--- src/rtl/i2s_receive_fifo_if.sv ---
// i2s_receive_fifo_if: serial audio input, frame FIFO output and status pulses
// of the I2S receive FIFO. The source/consumer side uses modport master, the
// receiver uses modport slave.
interface i2s_receive_fifo_if #(
   parameter int unsigned DATA_WIDTH = 24,
   parameter int unsigned FIFO_DEPTH = 4
);
   localparam int unsigned LevelW = $clog2(FIFO_DEPTH) + 1;

   logic                  ws;
   logic                  sd;
   logic [DATA_WIDTH-1:0] data_left;
   logic [DATA_WIDTH-1:0] data_right;
   logic                  frame_valid;
   logic                  frame_ready;
   logic [LevelW-1:0]     fifo_level;
   logic                  overrun;
   logic                  slot_err;

   modport master (
      output ws,
      output sd,
      output frame_ready,
      input  data_left,
      input  data_right,
      input  frame_valid,
      input  fifo_level,
      input  overrun,
      input  slot_err
   );

   modport slave (
      input  ws,
      input  sd,
      input  frame_ready,
      output data_left,
      output data_right,
      output frame_valid,
      output fifo_level,
      output overrun,
      output slot_err
   );
endinterface

--- src/rtl/i2s_receive_fifo.sv ---
// i2s_receive_fifo: I2S / left-justified stereo receiver in the sck domain.
// Deserialises each slot MSB first into DATA_WIDTH bits, pairs left+right into
// frames and buffers them in a FIFO_DEPTH first-word-fall-through frame FIFO.
// Optional slot-length checking is compiled in with I2S_RX_SLOT_CHECK_EN.
module i2s_receive_fifo #(
   parameter int unsigned DATA_WIDTH = 24,
   parameter int unsigned SLOT_BITS  = 32,
   parameter int unsigned JUSTIFY    = 0,
   parameter int unsigned FIFO_DEPTH = 4
) (
   input logic               sck,
   input logic               rst,
   i2s_receive_fifo_if.slave bus
);
   localparam int unsigned AddrW  = $clog2(FIFO_DEPTH);
   localparam int unsigned LevelW = AddrW + 1;
   localparam logic [5:0]  CntMax = 6'd63;

`ifdef I2S_RX_SLOT_CHECK_EN
   localparam bit SlotCheckEn = 1'b1;
`else
   localparam bit SlotCheckEn = 1'b0;
`endif

   typedef enum logic [1:0] {
      StHunt,
      StLeft,
      StRight
   } state_e;

   // Slot alignment and deserialiser state
   logic                  wsd_q;
   logic                  wsa;
   logic                  wsa_d_q;
   logic                  slot_start;
   logic [5:0]            cnt_q, cnt_d;
   logic [DATA_WIDTH-1:0] shift_q, shift_d;
   logic [DATA_WIDTH-1:0] hold_l_q, hold_r_q;
   logic                  len_bad;

   // Frame assembly FSM state
   state_e                state_q;
   logic                  push_q;
   logic                  bad_q;
   logic                  slot_err_q;

   // Frame FIFO state
   logic [DATA_WIDTH-1:0] mem_l_q [FIFO_DEPTH];
   logic [DATA_WIDTH-1:0] mem_r_q [FIFO_DEPTH];
   logic [AddrW-1:0]      wr_ptr_q;
   logic [AddrW-1:0]      rd_ptr_q;
   logic [LevelW-1:0]     level_q;
   logic                  overrun_q;
   logic                  fifo_full;
   logic                  fifo_valid;
   logic                  pop;
   logic                  do_push;

   // I2S mode looks at ws delayed by one sck so the MSB lands on the slot start edge
   assign wsa        = (JUSTIFY != 0) ? bus.ws : wsd_q;
   assign slot_start = (wsa != wsa_d_q);

   // At a slot start cnt_q holds the finished slot's length in sck cycles
   assign len_bad = SlotCheckEn && (32'(cnt_q) != SLOT_BITS);

   // Next bit count and shift contents: restart at a slot edge, else place bit k
   always_comb begin
      cnt_d   = cnt_q;
      shift_d = shift_q;
      if (slot_start) begin
         cnt_d                   = 6'd1;
         shift_d                 = '0;
         shift_d[DATA_WIDTH-1]   = bus.sd;
      end else begin
         if (cnt_q != CntMax) begin
            cnt_d = cnt_q + 6'd1;
         end
         // bits at k >= DATA_WIDTH match no position and are dropped
         for (int unsigned i = 0; i < DATA_WIDTH; i++) begin
            if (32'(cnt_q) == DATA_WIDTH - 1 - i) begin
               shift_d[i] = bus.sd;
            end
         end
      end
   end

   // Deserialiser registers; the finished slot moves to its hold at each slot start
   always_ff @(posedge sck) begin
      if (rst) begin
         wsd_q    <= 1'b0;
         wsa_d_q  <= 1'b0;
         cnt_q    <= '0;
         shift_q  <= '0;
         hold_l_q <= '0;
         hold_r_q <= '0;
      end else begin
         wsd_q   <= bus.ws;
         wsa_d_q <= wsa;
         cnt_q   <= cnt_d;
         shift_q <= shift_d;
         if (slot_start) begin
            if (wsa_d_q) begin
               hold_r_q <= shift_q;
            end else begin
               hold_l_q <= shift_q;
            end
         end
      end
   end

   // Frame FSM: wait for a left slot start, then pair left/right and request a push
   always_ff @(posedge sck) begin
      if (rst) begin
         state_q    <= StHunt;
         push_q     <= 1'b0;
         bad_q      <= 1'b0;
         slot_err_q <= 1'b0;
      end else begin
         push_q     <= 1'b0;
         slot_err_q <= 1'b0;
         if (slot_start) begin
            case (state_q)
               StHunt: begin
                  if (!wsa) begin
                     state_q <= StLeft;
                     bad_q   <= 1'b0;
                  end
               end
               StLeft: begin
                  // left slot just finished; ws alternation guarantees wsa = 1 here
                  slot_err_q <= len_bad;
                  bad_q      <= len_bad;
                  state_q    <= StRight;
               end
               StRight: begin
                  // right slot just finished; frame is complete unless a slot was bad
                  slot_err_q <= len_bad;
                  push_q     <= !(bad_q || len_bad);
                  bad_q      <= 1'b0;
                  state_q    <= StLeft;
               end
               default: begin
                  state_q <= StHunt;
               end
            endcase
         end
      end
   end

   assign fifo_valid = (level_q != '0);
   assign fifo_full  = (level_q == LevelW'(FIFO_DEPTH));
   assign pop        = fifo_valid && bus.frame_ready;
   // a pop on the same edge frees the slot the push needs
   assign do_push    = push_q && (!fifo_full || pop);

   // FIFO pointers, level and overrun pulse
   always_ff @(posedge sck) begin
      if (rst) begin
         wr_ptr_q  <= '0;
         rd_ptr_q  <= '0;
         level_q   <= '0;
         overrun_q <= 1'b0;
      end else begin
         overrun_q <= push_q && fifo_full && !pop;
         if (do_push) begin
            wr_ptr_q <= wr_ptr_q + AddrW'(1);
         end
         if (pop) begin
            rd_ptr_q <= rd_ptr_q + AddrW'(1);
         end
         case ({do_push, pop})
            2'b10:   level_q <= level_q + LevelW'(1);
            2'b01:   level_q <= level_q - LevelW'(1);
            default: level_q <= level_q;
         endcase
      end
   end

   // FIFO storage; contents need no reset since the level gates visibility
   always_ff @(posedge sck) begin
      if (!rst && do_push) begin
         mem_l_q[wr_ptr_q] <= hold_l_q;
         mem_r_q[wr_ptr_q] <= hold_r_q;
      end
   end

   assign bus.frame_valid = fifo_valid;
   assign bus.data_left   = fifo_valid ? mem_l_q[rd_ptr_q] : '0;
   assign bus.data_right  = fifo_valid ? mem_r_q[rd_ptr_q] : '0;
   assign bus.fifo_level  = level_q;
   assign bus.overrun     = overrun_q;
   assign bus.slot_err    = slot_err_q;
endmodule
--- src/flat_wrapper.sv ---
// flat-port wrapper written by rule: the top's interface ports become plain ports
module i2s_receive_fifo_flat 
#(
   parameter int unsigned DATA_WIDTH = 24,
   parameter int unsigned SLOT_BITS  = 32,
   parameter int unsigned JUSTIFY    = 0,
   parameter int unsigned FIFO_DEPTH = 4
)
  (sck, rst, bus_ws, bus_sd, bus_frame_ready, bus_data_left, bus_data_right, bus_frame_valid, bus_fifo_level, bus_overrun, bus_slot_err);
  i2s_receive_fifo_if #(.DATA_WIDTH(DATA_WIDTH), .FIFO_DEPTH(FIFO_DEPTH)) bus_i ();
  input logic sck;
  input logic rst;
  input wire logic [$bits(bus_i.ws)-1:0] bus_ws;
  input wire logic [$bits(bus_i.sd)-1:0] bus_sd;
  input wire logic [$bits(bus_i.frame_ready)-1:0] bus_frame_ready;
  output wire logic [$bits(bus_i.data_left)-1:0] bus_data_left;
  output wire logic [$bits(bus_i.data_right)-1:0] bus_data_right;
  output wire logic [$bits(bus_i.frame_valid)-1:0] bus_frame_valid;
  output wire logic [$bits(bus_i.fifo_level)-1:0] bus_fifo_level;
  output wire logic [$bits(bus_i.overrun)-1:0] bus_overrun;
  output wire logic [$bits(bus_i.slot_err)-1:0] bus_slot_err;
  assign bus_i.ws = bus_ws;
  assign bus_i.sd = bus_sd;
  assign bus_i.frame_ready = bus_frame_ready;
  assign bus_data_left = bus_i.data_left;
  assign bus_data_right = bus_i.data_right;
  assign bus_frame_valid = bus_i.frame_valid;
  assign bus_fifo_level = bus_i.fifo_level;
  assign bus_overrun = bus_i.overrun;
  assign bus_slot_err = bus_i.slot_err;
  i2s_receive_fifo #(.DATA_WIDTH(DATA_WIDTH), .SLOT_BITS(SLOT_BITS), .JUSTIFY(JUSTIFY), .FIFO_DEPTH(FIFO_DEPTH)) u_core (.sck(sck), .rst(rst), .bus(bus_i));
endmodule
--- config.mk ---
export PLATFORM = sky130hd
export DESIGN_NAME = i2s_receive_fifo_flat
export DESIGN_NICKNAME = d
export VERILOG_FILES = /design/src/rtl/i2s_receive_fifo_if.sv /design/src/rtl/i2s_receive_fifo.sv /design/src/flat_wrapper.sv
export SDC_FILE = /design/constraint.sdc
export NUM_CORES = 1
export LEC_CHECK = 0
export CORE_AREA = 2 2 140 142
export DETAILED_ROUTE_END_ITERATION = 16
export DIE_AREA = 0 0 142 144
export HOLD_SLACK_MARGIN = 0.03
export PLACE_DENSITY = 0.78
export SYNTH_ARGS = -nofsm -noshare
export SYNTH_HDL_FRONTEND = slang
export SYNTH_SLANG_ARGS = --single-unit
--- constraint.sdc ---
create_clock -name sck -period 2.9 [get_ports sck]
set_input_delay 0.435 -clock sck [delete_from_list [all_inputs] [get_ports sck]]
set_output_delay 0.435 -clock sck [all_outputs]
set_load 0.01 [all_outputs]
# Word level (Yosys, flattened, before mapping)
# Memories as Yosys holds them, arrays and structs flattened. A register that Yosys moved wholly into a read port is not among the register bits.
# Index checks and enable logic that the tools add are counted.
# totals
out_inout_bits	54
ramBits	192
word_cells	142
reg_bits	92
in_bits	5
memories	2
# op_classes
bitwise_logic	3
n_reduce_logical	24
n_eq_ne	31
add_sub_neg	5
mux	40
# memory_table
memory	depth	word_bits	rd	rd_clocked_by_memory_dff	write_ports	line	source
u_core.mem_l_q	4	24	1	1	1	i2s_receive_fifo.sv:48	logic [DATA_WIDTH-1:0] mem_l_q [FIFO_DEPTH];
u_core.mem_r_q	4	24	1	1	1	i2s_receive_fifo.sv:49	logic [DATA_WIDTH-1:0] mem_r_q [FIFO_DEPTH];
# op_table
cell	count
2-to-1 mux 24 bit	3
equality test 6 x 4 -> 1 bit (second input constant)	8
equality test 6 x 5 -> 1 bit (second input constant)	8
2-to-1 mux 1 bit	29
equality test 6 x 3 -> 1 bit (second input constant)	4
equality test 6 x 2 -> 1 bit (second input constant)	2
2-to-1 mux 2 bit	5
nonzero test 2 bit	4
adder 6 x 1 -> 6 bit (second input constant)	1
equality test 6 x 1 -> 1 bit (second input constant)	1
logical NOT 6 bit	1
!= test 6 bit (second input constant)	1
one-hot mux 2 bit (3 select lines)	1
one-hot mux 3 bit (2 select lines)	1
AND reduction 2 bit	3
logical AND 1 bit	5
adder 2 x 1 -> 2 bit (second input constant)	2
equality test 2 x 1 -> 1 bit (second input constant)	2
equality test 2 bit (second input constant)	2
logical NOT 1 bit	4
OR reduction 2 bit	2
adder 3 x 1 -> 3 bit (second input constant)	1
equality test 3 bit (second input constant)	1
NOT 1 bit	3
other kinds (9)	9

# Depth between registers and ports, before layout
# depth
ltp_word	7
depth_mapped	9
depth_no_buf	8

# Least setup slack after synthesis
# OpenSTA, ideal clock, no wires.
# synth_timing
path_kind	register to register
from	register u_core.level_q[0] (netlist: u_core.bus.fifo_level[0])
to	memory u_core.mem_l_q[0][0], enable pin
stages_incl_launch_ff	5
period_less_slack_ns	2.441
path_slack_ns	0.459
n_path_buf	1
required_ns	2.490
setup_time_ns	0.410
arrival_time_ns	2.031
cell_sequence	dfxtp_1 -> or4b_1 -> buf_2 -> nor2b_4 -> and2_1
# synth_via
elab_chain_cells	7
elab_cells_between_ends	9
classes_between	1 x eq/ne; 2 x mux; 6 x reduce/logical
# synth_lines
element	line	source
start, declared	i2s_receive_fifo.sv:52	logic [LevelW-1:0] level_q;
start signal, assigned	i2s_receive_fifo.sv:172	2'b10: level_q <= level_q + LevelW'(1);
start signal, assigned	i2s_receive_fifo.sv:173	2'b01: level_q <= level_q - LevelW'(1);
start signal, assigned	i2s_receive_fifo.sv:174	default: level_q <= level_q;
equality test 3 bit or nonzero test 3 bit (tied branches)	i2s_receive_fifo.sv:151, i2s_receive_fifo.sv:150	
logical NOT 1 bit or logical AND 1 bit (tied branches)	i2s_receive_fifo.sv:154, i2s_receive_fifo.sv:152	
logical OR 1 bit (*)	i2s_receive_fifo.sv:154	assign do_push = push_q && (!fifo_full || pop);
logical AND 1 bit (*)	i2s_receive_fifo.sv:154	
logical AND 1 bit (*)	i2s_receive_fifo.sv:181	if (!rst && do_push) begin
2-to-1 mux 1 bit (*)	i2s_receive_fifo.sv:181	
2-to-1 mux 1 bit (not written as such) (*)	i2s_receive_fifo.sv:182	mem_l_q[wr_ptr_q] <= hold_l_q;
end, declared	i2s_receive_fifo.sv:48	
# Every way passes the cells marked *; elsewhere a longest branch is shown, timed or not.

==> results.py <==
metrics = {
    "run_status": {
        "status": "complete, no violations",
    },
    "detailed_routing": {
        "vias_per_cell": 5.82,
        "via_count": 5922,
        "drt_iter0_markers": 459,
        "finalWirelength_um": 21500,
        "drt_pass1_iterations": 5,
        "post_drt_wl_per_cell_um": 21.1,
        "ant_nets": 0,
        "drc": 0,
    },
    "timing": {
        "setup_viol": 0,
        "holdWs_ps": 313,
        "fin_crit_sh_pct": 96.7,
        "final-hold-violation-count": 0,
        "slew_headroom_pct": 20.1,
        "setup-tns-final_ps": 0,
        "period_minus_slack_ps": 2800,
        "finalMaxSlewViolations": 0,
        "grt_setup_unrepaired": "no",
        "final.setup_skew_ps": 16.3,
        "worst_pin_slew_ps": 1200,
        "max_clock_freq_mhz": 357,
    },
    "critical_path": {
        "cp_slowest_cell": "mux4_2",
        "cpPeakStageDelay_ps": 530,
        "cp_data_arrival_time_ps": 2370,
        "reg2reg_depth": 6,
        "worstPathCellList": "clkbuf_16 -> mux4_2 -> and2b_1 -> clkdlybuf4s50_1",
        "path_buf_inv": 2,
        "cp.depth": 4,
        "start_kind": "register",
        "crit_type": "reg -> out",
        "cp_top_family": "buffers and inverters",
        "crit_fanout": 12,
        "reg2reg_from": "u_core.wsa_d_q",
        "end_kind": "primary output",
        "worstPathRequired_ps": 2470,
    },
    "min_path": {
        "whs_path_depth": 3,
        "worstHoldStart": "rst",
        "min_path_type": "in -> reg",
    },
    "floorplanning": {
        "row_count": 51,
        "io_pins": 59,
        "fp.dieW_um": 142,
        "core_area_um2": 19100,
        "start_util_pct": 57.7,
        "fp.dieH_um": 144,
        "dieArea_um2": 20400,
    },
    "synth": {
        "synth_flop_cell": "edfxtp_1",
        "yosys.area.top_type_share_pct": 52.4,
        "synthArstFlopShare_pct": 0,
        "synth-seq-area-share_pct": 69.3,
        "yosys_warnings": 0,
        "synth.distinct_cells": 44,
        "ys_ff_latch": 285,
        "syn_area_um2": 11000,
        "synth_fp_nets": 711,
        "synth-edff-count": 192,
        "netlist_instances": 694,
        "synth_top_area_cell": "edfxtp_1",
        "synth_area_leaders": "edfxtp_1, dfxtp_1, mux4_2, mux2i_1, nor2b_1",
        "avgSynthCellArea_um2": 15.9,
    },
    "layout": {
        "nFillCells": 1230,
        "syn_to_final_growth_pct": 16.7,
        "drive_gt1_share_pct": 15.7,
        "final_util_pct": 67.3,
        "antennaDiodeCount": 0,
        "final_nets": 776,
    },
    "power": {
        "power_density_nw_per_um2": 628,
        "p_leak_nw": 4.48,
        "report.power.total_mw": 8.07,
        "ir_drop_mv": 0.462,
    },
    "flow_run": {
        "maxCapViolations": 0,
    },
    "clocking": {
        "clk_latency_ps": 520,
        "cts_tree": "yes",
        "cts_buffers": 27,
        "clockBufferDepth": 3,
        "htreeDepth": 1,
        "cts_root_buffer": "clkbuf_16",
        "clk_pin_slew_ps": 60,
        "cts_hold_buf": 0,
        "cts_sinks": 285,
        "post-cts-setup-buffers": 0,
    },
    "grt": {
        "antenna_found_initial": 0,
        "grt_use_total_pct": 21.2,
        "grt_pass1_vias": 6125,
        "overflow": 0,
        "grt_max_degree": 68,
        "grt_pass1_wl_um": 33300,
    },
    "placement": {
        "io_buffers": 57,
        "place.gp.congestion": 0.772,
        "hpwl_um": 11500,
    },
}
[area by class of cell]
type / instances / area, µm² / area share, %
Sequential cell: 285 / 7630 / 59.4
Multi-Input combinational cell: 357 / 3150 / 24.5
Timing Repair Buffer: 76 / 828 / 6.45
Clock buffer: 35 / 726 / 5.65
Tap cell: 238 / 298 / 2.32
Clock inverter: 14 / 165 / 1.29
Inverter: 12 / 45.0 / 0.351
[worst register-to-register path, delay by kind of cell (launching register included)]
family	cells	cell delay, ps
simple gates	2	1070
fa+ha+maj	1	500
buf+inv	2	400
flops	1	350
mux	1	150
[cell families after synthesis]
kind of cell	count (synthesis)	synth area share, %
buffers and inverters	52	2.16
DFF	285	69.3
muxes	119	16.3
xor gates and xnor gates	5	0.398
other	1	0.0341
AOI/OAI and AO/OA	20	1.22
adders and majority gates	12	1.43
and+or+nand+nor	200	9.17
[synthesized netlist by cell type (3+ instances only)]
master / instances
nor3b_1: 4
mux4_2: 48
nand3_1: 9
nor2b_1: 48
mux2i_1: 71
xor2_1: 4
nor2_1: 61
nor3_1: 3
nand2_1: 51
edfxtp_1: 192
inv_1: 12
a21oi_1: 7
clkbuf_1: 13
and2_1: 4
and2b_1: 4
dfxtp_1: 93
buf_1: 7
ha_1: 11
buf_2: 16
o21ai_0: 3
[final timing paths]
path | to | slack, ps
setup / recovery | bus_data_right[23] | 100
hold / removal | u_core.bus.overrun | 310
setup reg to reg | u_core.shift_q[19] | 340
hold reg to reg | u_core.push_q | 470
[state kept, by name (all words and copies together), names as in the netlist, named ones only]
register / cells
u_core.push_q: 1
u_core.wr_ptr_q: 2
u_core.mem_l_q: 96
u_core.mem_r_q: 96
u_core.bus.overrun: 1
u_core.hold_l_q: 24
u_core.state_q: 2
u_core.wsa_d_q: 1
u_core.shift_q: 24
u_core.bus.fifo_level: 3
u_core.wsa: 1
u_core.cnt_q: 6
u_core.rd_ptr_q: 2
u_core.hold_r_q: 24
[per-stage QoR]
stage | std cells | cell area (µm²) | worst slack, ps
after floorplan | 694 | 11000 | 459
after global placement | 966 | 11900 | 195
after detailed placement | 966 | 11900 | 88.8
after CTS | 1016 | 12800 | 31.8
after global routing | 1017 | 12800 | 10.8
final | 1017 | 12800 | 95.2
[timing repair]
action / CTS / global route
gates resized for setup: 2 / 5
gates cloned: 1 / 1
endpoints found under the hold margin: 0 / 0
setup endpoints to repair: 36 / 12
[cells in the final DEF, fill, tap and decap left out, types with 5 or more instances in the layout]
cell,Yosys,final
clkbuf_16,0,28
nor2b_1,48,48
clkdlybuf4s50_1,0,51
edfxtp_1,192,192
buf_4,2,12
clkbuf_1,13,6
ha_1,11,11
dfxtp_1,93,91
inv_1,12,12
mux2i_1,71,71
nand2_1,51,51
dlymetal6s2s_1,0,5
nor2_1,61,61
nand3_1,9,9
a21oi_1,7,7
mux4_2,48,48
clkinv_2,0,6
[layer usage]
layer	GRT usage [%]	vias up	routed length (µm)
met5	0	-	0
met4	6.63	0	380
met3	3.44	35	1210
met2	36.5	196	10900
met1	28.2	3011	9010
li1	-	2680	-
[report_power, final]
part	internal, mW	switching, mW
Clock	2.11	1.41
Combinational	0.102	0.130
Sequential	4.30	0.0171
Total	6.51	1.55
(Power assumes the default switching activity.)
==> RTL edit 1: new RTL, same settings <==
Reset style: asynchronous (`rst`), changed in 3 clocked blocks.
--- a/src/rtl/i2s_receive_fifo.sv
+++ b/src/rtl/i2s_receive_fifo.sv
@@ -86,5 +86,5 @@
 
    // Deserialiser registers; the finished slot moves to its hold at each slot start
-   always_ff @(posedge sck) begin
+   always_ff @(posedge sck or posedge rst) begin
       if (rst) begin
          wsd_q    <= 1'b0;
@@ -110,5 +110,5 @@
 
    // Frame FSM: wait for a left slot start, then pair left/right and request a push
-   always_ff @(posedge sck) begin
+   always_ff @(posedge sck or posedge rst) begin
       if (rst) begin
          state_q    <= StHunt;
@@ -155,5 +155,5 @@
 
    // FIFO pointers, level and overrun pulse
-   always_ff @(posedge sck) begin
+   always_ff @(posedge sck or posedge rst) begin
       if (rst) begin
          wr_ptr_q  <= '0;
Check against the original RTL: differs if rst is asserted again (counterexample within 10 cycles, from zero or initial values and one cycle with rst high); with rst held inactive, the same outputs for 10 cycles.
==> RTL edit 1 against the unedited design <==
- global-route usage is essentially flat
- sequential cell count shrank 2
- cell area grew 2.4%
- routed wire length shrank 3.3%
- register-to-register slack gained 0.25 ns
- area after synthesis grew 2.9%
- critical path depth is the same
- setup slack lost 0.0061 ns
- cell count shrank 5.8%
- maximum frequency shrank 0.22%
- largest cell class unchanged
Power is not compared: it rests on default switching activity, and its combinational part moved more than twofold at a synthesized area within 25%.
==> RTL edit 1: results (changes against the unedited design) <==
root buffer selected by CTS = clkbuf_16 (unchanged)
net count after synthesis = 648 (was 711)
Num CTS Buffers = 28 (was 27)
Layout clock area frac = 7.08% (was 6.94%)
Initial DRC Count = 371 (was 459)
initial antenna violation count = 0 (unchanged)
clkbuf count = 41 (was 35)
num sequential = 283 (was 285)
Final setup viols = 0 (unchanged)
first-pass GRT wire length = 33.0 mm (was 33.3 mm)
Data buffer area share = 6.40% (was 6.45%)
final RePlAce weighted congestion = 0.770 (was 0.772)
met2 wire len = 11.0 mm (was 10.9 mm)
worst skew pair latency = 0.54 ns (was 0.52 ns)
htree depth = 1 (unchanged)
combinational share of power = 27.1%
number of synthesized flops with an enable pin = 192 (unchanged)
multi-input combinational area share = 22.7% (was 24.5%)
gr usage total = 21.2% (about the same)
Clock Skew = 0.0136 ns (was 0.0163 ns)
R2R depth = 8 (was 6)
met1 wire length = 8.51 mm (was 9.01 mm)
max_slew headroom = 48.8% (was 20.1%)
# diodes = 0 (unchanged)
top-area cell type share of the netlist area = 50.9% (was 52.4%)
pin count of the biggest net entering global routing = 78 (was 68)
Cell variety after synth = 46 (was 44)
Non-clk bufs = 72 (was 76)
inverters = 13 (was 12)
post-synthesis sequential area ratio = 71.0% (was 69.3%)
multi-input gates = 300 (was 357)
P_leak = 0.00550 µW
HP Class = primary input to asynchronous set/reset pin (was primary input to register)
P_seq = 4700 µW
Fillers = 1201 (was 1230)
top layer used by detailed routing = met4 (unchanged)
Detailed Route WL = 20.8 mm (was 21.5 mm)
Net Switching = 3030 µW
outcome = complete, no violations (unchanged)
Reg clk slew, reported paths = 0.06 ns (about the same)
metal3 WL = 947 µm (was 1.21 mm)
asr flop ratio synth = 32.2% (was 0%)
final net count = 714 (was 776)
vias in the first global route = 6013 (was 6125)
Crit Path Max Fanout = 20 (was 12)
Buffers on Ports = 57 (unchanged)
dpl hpwl = 11.8 mm (was 11.5 mm)
sequential cell area share = 61.2% (was 59.4%)
Peak VDD IR = 0.578 mV
vias per cell = 5.88 (was 5.82)
PD cells = 864 nW/µm²
most area-consuming cells after synthesis = edfxtp_1 (51%), dfrtp_1 (20%), mux4_2 (9.5%) (was edfxtp_1 (52%), dfxtp_1 (17%), mux4_2 (9.8%))
top cells by count, synth = edfxtp_1 (192), dfrtp_1 (91), and2_1 (54) (was edfxtp_1 (192), dfxtp_1 (93), mux2i_1 (71))
biggest regs = u_core.mem_l_q: 96 flops, u_core.mem_r_q: 96 flops (unchanged)
share of layout cells above drive strength 1 = 23.5% (was 15.7%)
==> RTL edit 1: cells by family after synthesis <==
logic type      after synthesis  share of synthesized area (%)
other cells                   1                         0.0331
xor+xnor                      5                          0.387
flops                       283                           71.0
mux                         122                           16.6
simple gates                142                           6.80
buf+inv                      49                           2.68
fa+ha+maj                    11                           1.28
compound gates               19                           1.18
==> RTL edit 1: worst max-delay path, cell delays in order (launching register included) <==
cell and delay [ns]:
dfrtp_4 0.45, buf_12 0.21, mux4_2 0.53, and2_1 0.17, clkdlybuf4s50_1 0.47
==> RTL edit 1: repair_timing <==
item	4_1_cts	5_1_grt
setup endpoints to repair	25	25
cloned	0	0
gates resized for setup	13	25
==> RTL edit 1: metrics by stage <==
stage	cells	util [%]	worst slack [ns]	cell area (µm²)	hold slack [ns]
finish	958	68.9	0.0891	13200	0.192
global route	958	68.9	0.0155	13200	0.202
CTS	958	68.6	-0.00386	13100	0.188
detailed placement	906	63.7	0.405	12200	0.417
global placement	906	63.7	0.456	12200	0.408
floorplan	632	-	0.101	11300	0.378
==> RTL edit 1: worst paths after layout <==
kind                                     startpoint                       end  slack (ns)
hold reg to reg                          u_core.wsa            u_core.wsa_d_q        0.45
setup reg to reg           u_core.bus.fifo_level[0]  u_core.bus.fifo_level[2]        0.59
min in group sck                             bus_ws                u_core.wsa        0.37
hold / removal                                  rst  u_core.bus.fifo_level[2]        0.19
max in group asynchronous                       rst        u_core.rd_ptr_q[0]        1.99
setup / recovery                 u_core.rd_ptr_q[0]         bus_data_right[7]        0.09
==> RTL edit 1: metal layers <==
metal / vias up / track usage [%]
met5: - / 0
met4: 0 / 5.11
met3: 26 / 3.11
met2: 146 / 37.6
met1: 2954 / 28.1
li1: 2503 / -
==> RTL edit 2: new RTL, same flow settings <==
Made on the original files. `CntMax`: 6'd63 -> 6'd47.
--- a/src/rtl/i2s_receive_fifo.sv
+++ b/src/rtl/i2s_receive_fifo.sv
@@ -15,5 +15,5 @@
    localparam int unsigned AddrW  = $clog2(FIFO_DEPTH);
    localparam int unsigned LevelW = AddrW + 1;
-   localparam logic [5:0]  CntMax = 6'd63;
+   localparam logic [5:0]  CntMax = 6'd47;
 
 `ifdef I2S_RX_SLOT_CHECK_EN
Formal check against the unedited RTL: same outputs for any inputs over 10 cycles, from zero or initial values and one cycle with rst high; that may be too few to reach the edited logic, so the function may still have changed.
==> RTL edit 2 against the unedited design <==
- total power rose by 4.5%
- routed wire length down 2.5%
- area after synthesis is essentially flat
- register-to-register slack improved by 0.22 ns
- sequential cell count did not move
- cell area is 0.70% higher
- critical endpoint is now bus_data_right[14]
- sequential share of layout area down 0.41 points
- setup slack improved by 0.015 ns
- largest cell class unchanged
==> RTL edit 2: results (changes against the unedited design) <==
# diodes = 0 (unchanged)
P_leak = 0.00441 µW (was 0.00448 µW)
metal3 WL = 964 µm (was 1.21 mm)
share of layout cells above drive strength 1 = 16.0% (was 15.7%)
first-pass GRT wire length = 32.8 mm (was 33.3 mm)
Power Total = 8430 µW (was 8070 µW)
Initial DRC Count = 360 (was 459)
Synth-to-Final Area Change = 17.5% (was 16.7%)
DR WL/cell = 20.5 µm (was 21.1 µm)
DP Area = 11900 µm² (about the same)
Peak VDD IR = 0.432 mV (was 0.462 mV)
outcome = complete, no violations (unchanged)
net count after synthesis = 715 (was 711)
Seq pwr share = 51.2% (was 53.5%)
Placement Setup Slack = 0.119 ns (was 0.0888 ns)
XOR/XNOR share of the synthesized area = 0.239% (was 0.398%)
Crit Path Max Fanout = 16 (was 12)
initial antenna violation count = 0 (unchanged)
final net count = 778 (was 776)
final RePlAce weighted congestion = 0.810 (was 0.772)
vias in the first global route = 6080 (was 6125)
Post-Synth Adder-Cell Area = 1.43% (about the same)
mux cell area share after synthesis = 16.3% (about the same)
most area-consuming cells after synthesis = edfxtp_1 (52%), dfxtp_1 (17%), mux4_2 (9.8%) (unchanged)
Clock Path Buffers = 3 (unchanged)
syn_area_per_cell = 15.8 µm² (was 15.9 µm²)
gr usage total = 20.8% (was 21.2%)
pin count of the biggest net entering global routing = 69 (was 68)
Ys Warns = 0 (unchanged)
Clock Skew = 0.0115 ns (was 0.0163 ns)
biggest regs = u_core.mem_l_q: 96 flops, u_core.mem_r_q: 96 flops (unchanged)
met1 wire length = 8.99 mm (was 9.01 mm)
iteration count of the initial detailed-routing pass = 5 (unchanged)
asr flop ratio synth = 0% (unchanged)
placed cells = 967 (was 966)
final cell count without fillers = 1019 (was 1017)
Via Count = 5862 (was 5922)
Int Power = 6820 µW (was 6510 µW)
post-synthesis sequential area ratio = 69.3% (about the same)
met2 wire len = 10.6 mm (was 10.9 mm)
Fillers = 1219 (was 1230)
Compound-Gate Fraction of Synth Area = 1.16% (was 1.22%)
root buffer selected by CTS = clkbuf_16 (unchanged)
Combinational Power = 227 µW (was 232 µW)
top cells by count, synth = edfxtp_1 (192), dfxtp_1 (93), mux2i_1 (71) (unchanged)
top-area cell type share of the netlist area = 52.4% (about the same)
Cell variety after synth = 43 (was 44)
dpl hpwl = 11.9 mm (was 11.5 mm)
Reg clk slew, reported paths = 0.07 ns
CP arrival = 2.35 ns (was 2.37 ns)
Worst-Margin Slew = 0.759 ns (was 1.20 ns)
-- RTL edit 2: cell types whose count changed after synthesis, sizes merged, moves of 2 or more --
cell / change
nand3: -4
a31oi: +2
nand2: +6
clkbuf: +8
a31o: -2
buf: -7
o21ai: +4
-- RTL edit 2: final cells by class --
type | count | area share (%)
well taps | 238 | 2.30
flip-flops and latches | 285 | 59.0
multi-input cells | 361 | 24.4
clock buffers | 30 | 5.31
repair buffers | 75 | 6.29
clock inverters | 19 | 2.40
inverters | 11 | 0.319
-- RTL edit 2: timing repair --
item,CTS,global route
setup endpoints to repair,34,0
hold buffers,0,0
setup buffers,3,0
resized for setup,0,0
endpoints found under the hold margin,0,0
-- RTL edit 2: worst max-delay path, cell delays in order (launching register included) --
cell,delay [ns]
dfxtp_4,0.42
buf_12,0.20
mux4_2,0.54
nor2b_1,0.16
clkdlybuf4s50_1,0.50
-- RTL edit 2: final timing paths --
| path | from | to | slack (ns) | cells after the start |
|---|---|---|---|---|
| hold / removal | rst | u_core.bus.overrun | 0.24 | 3 |
| setup reg to reg | u_core.bus.fifo_level[0] | u_core.bus.fifo_level[2] | 0.56 | 8 |
| setup / recovery | register | bus_data_right[14] | 0.11 | 4 |
| hold reg to reg | u_core.state_q[0] | u_core.push_q | 0.47 | 1 |
-- RTL edit 2: routing by layer --
| layer | up-vias | track usage, % |
|---|---|---|
| li1 | 2688 | - |
| met1 | 2978 | 28.2 |
| met2 | 167 | 35.9 |
| met3 | 29 | 2.81 |
| met4 | 0 | 5.84 |
| met5 | - | 0 |
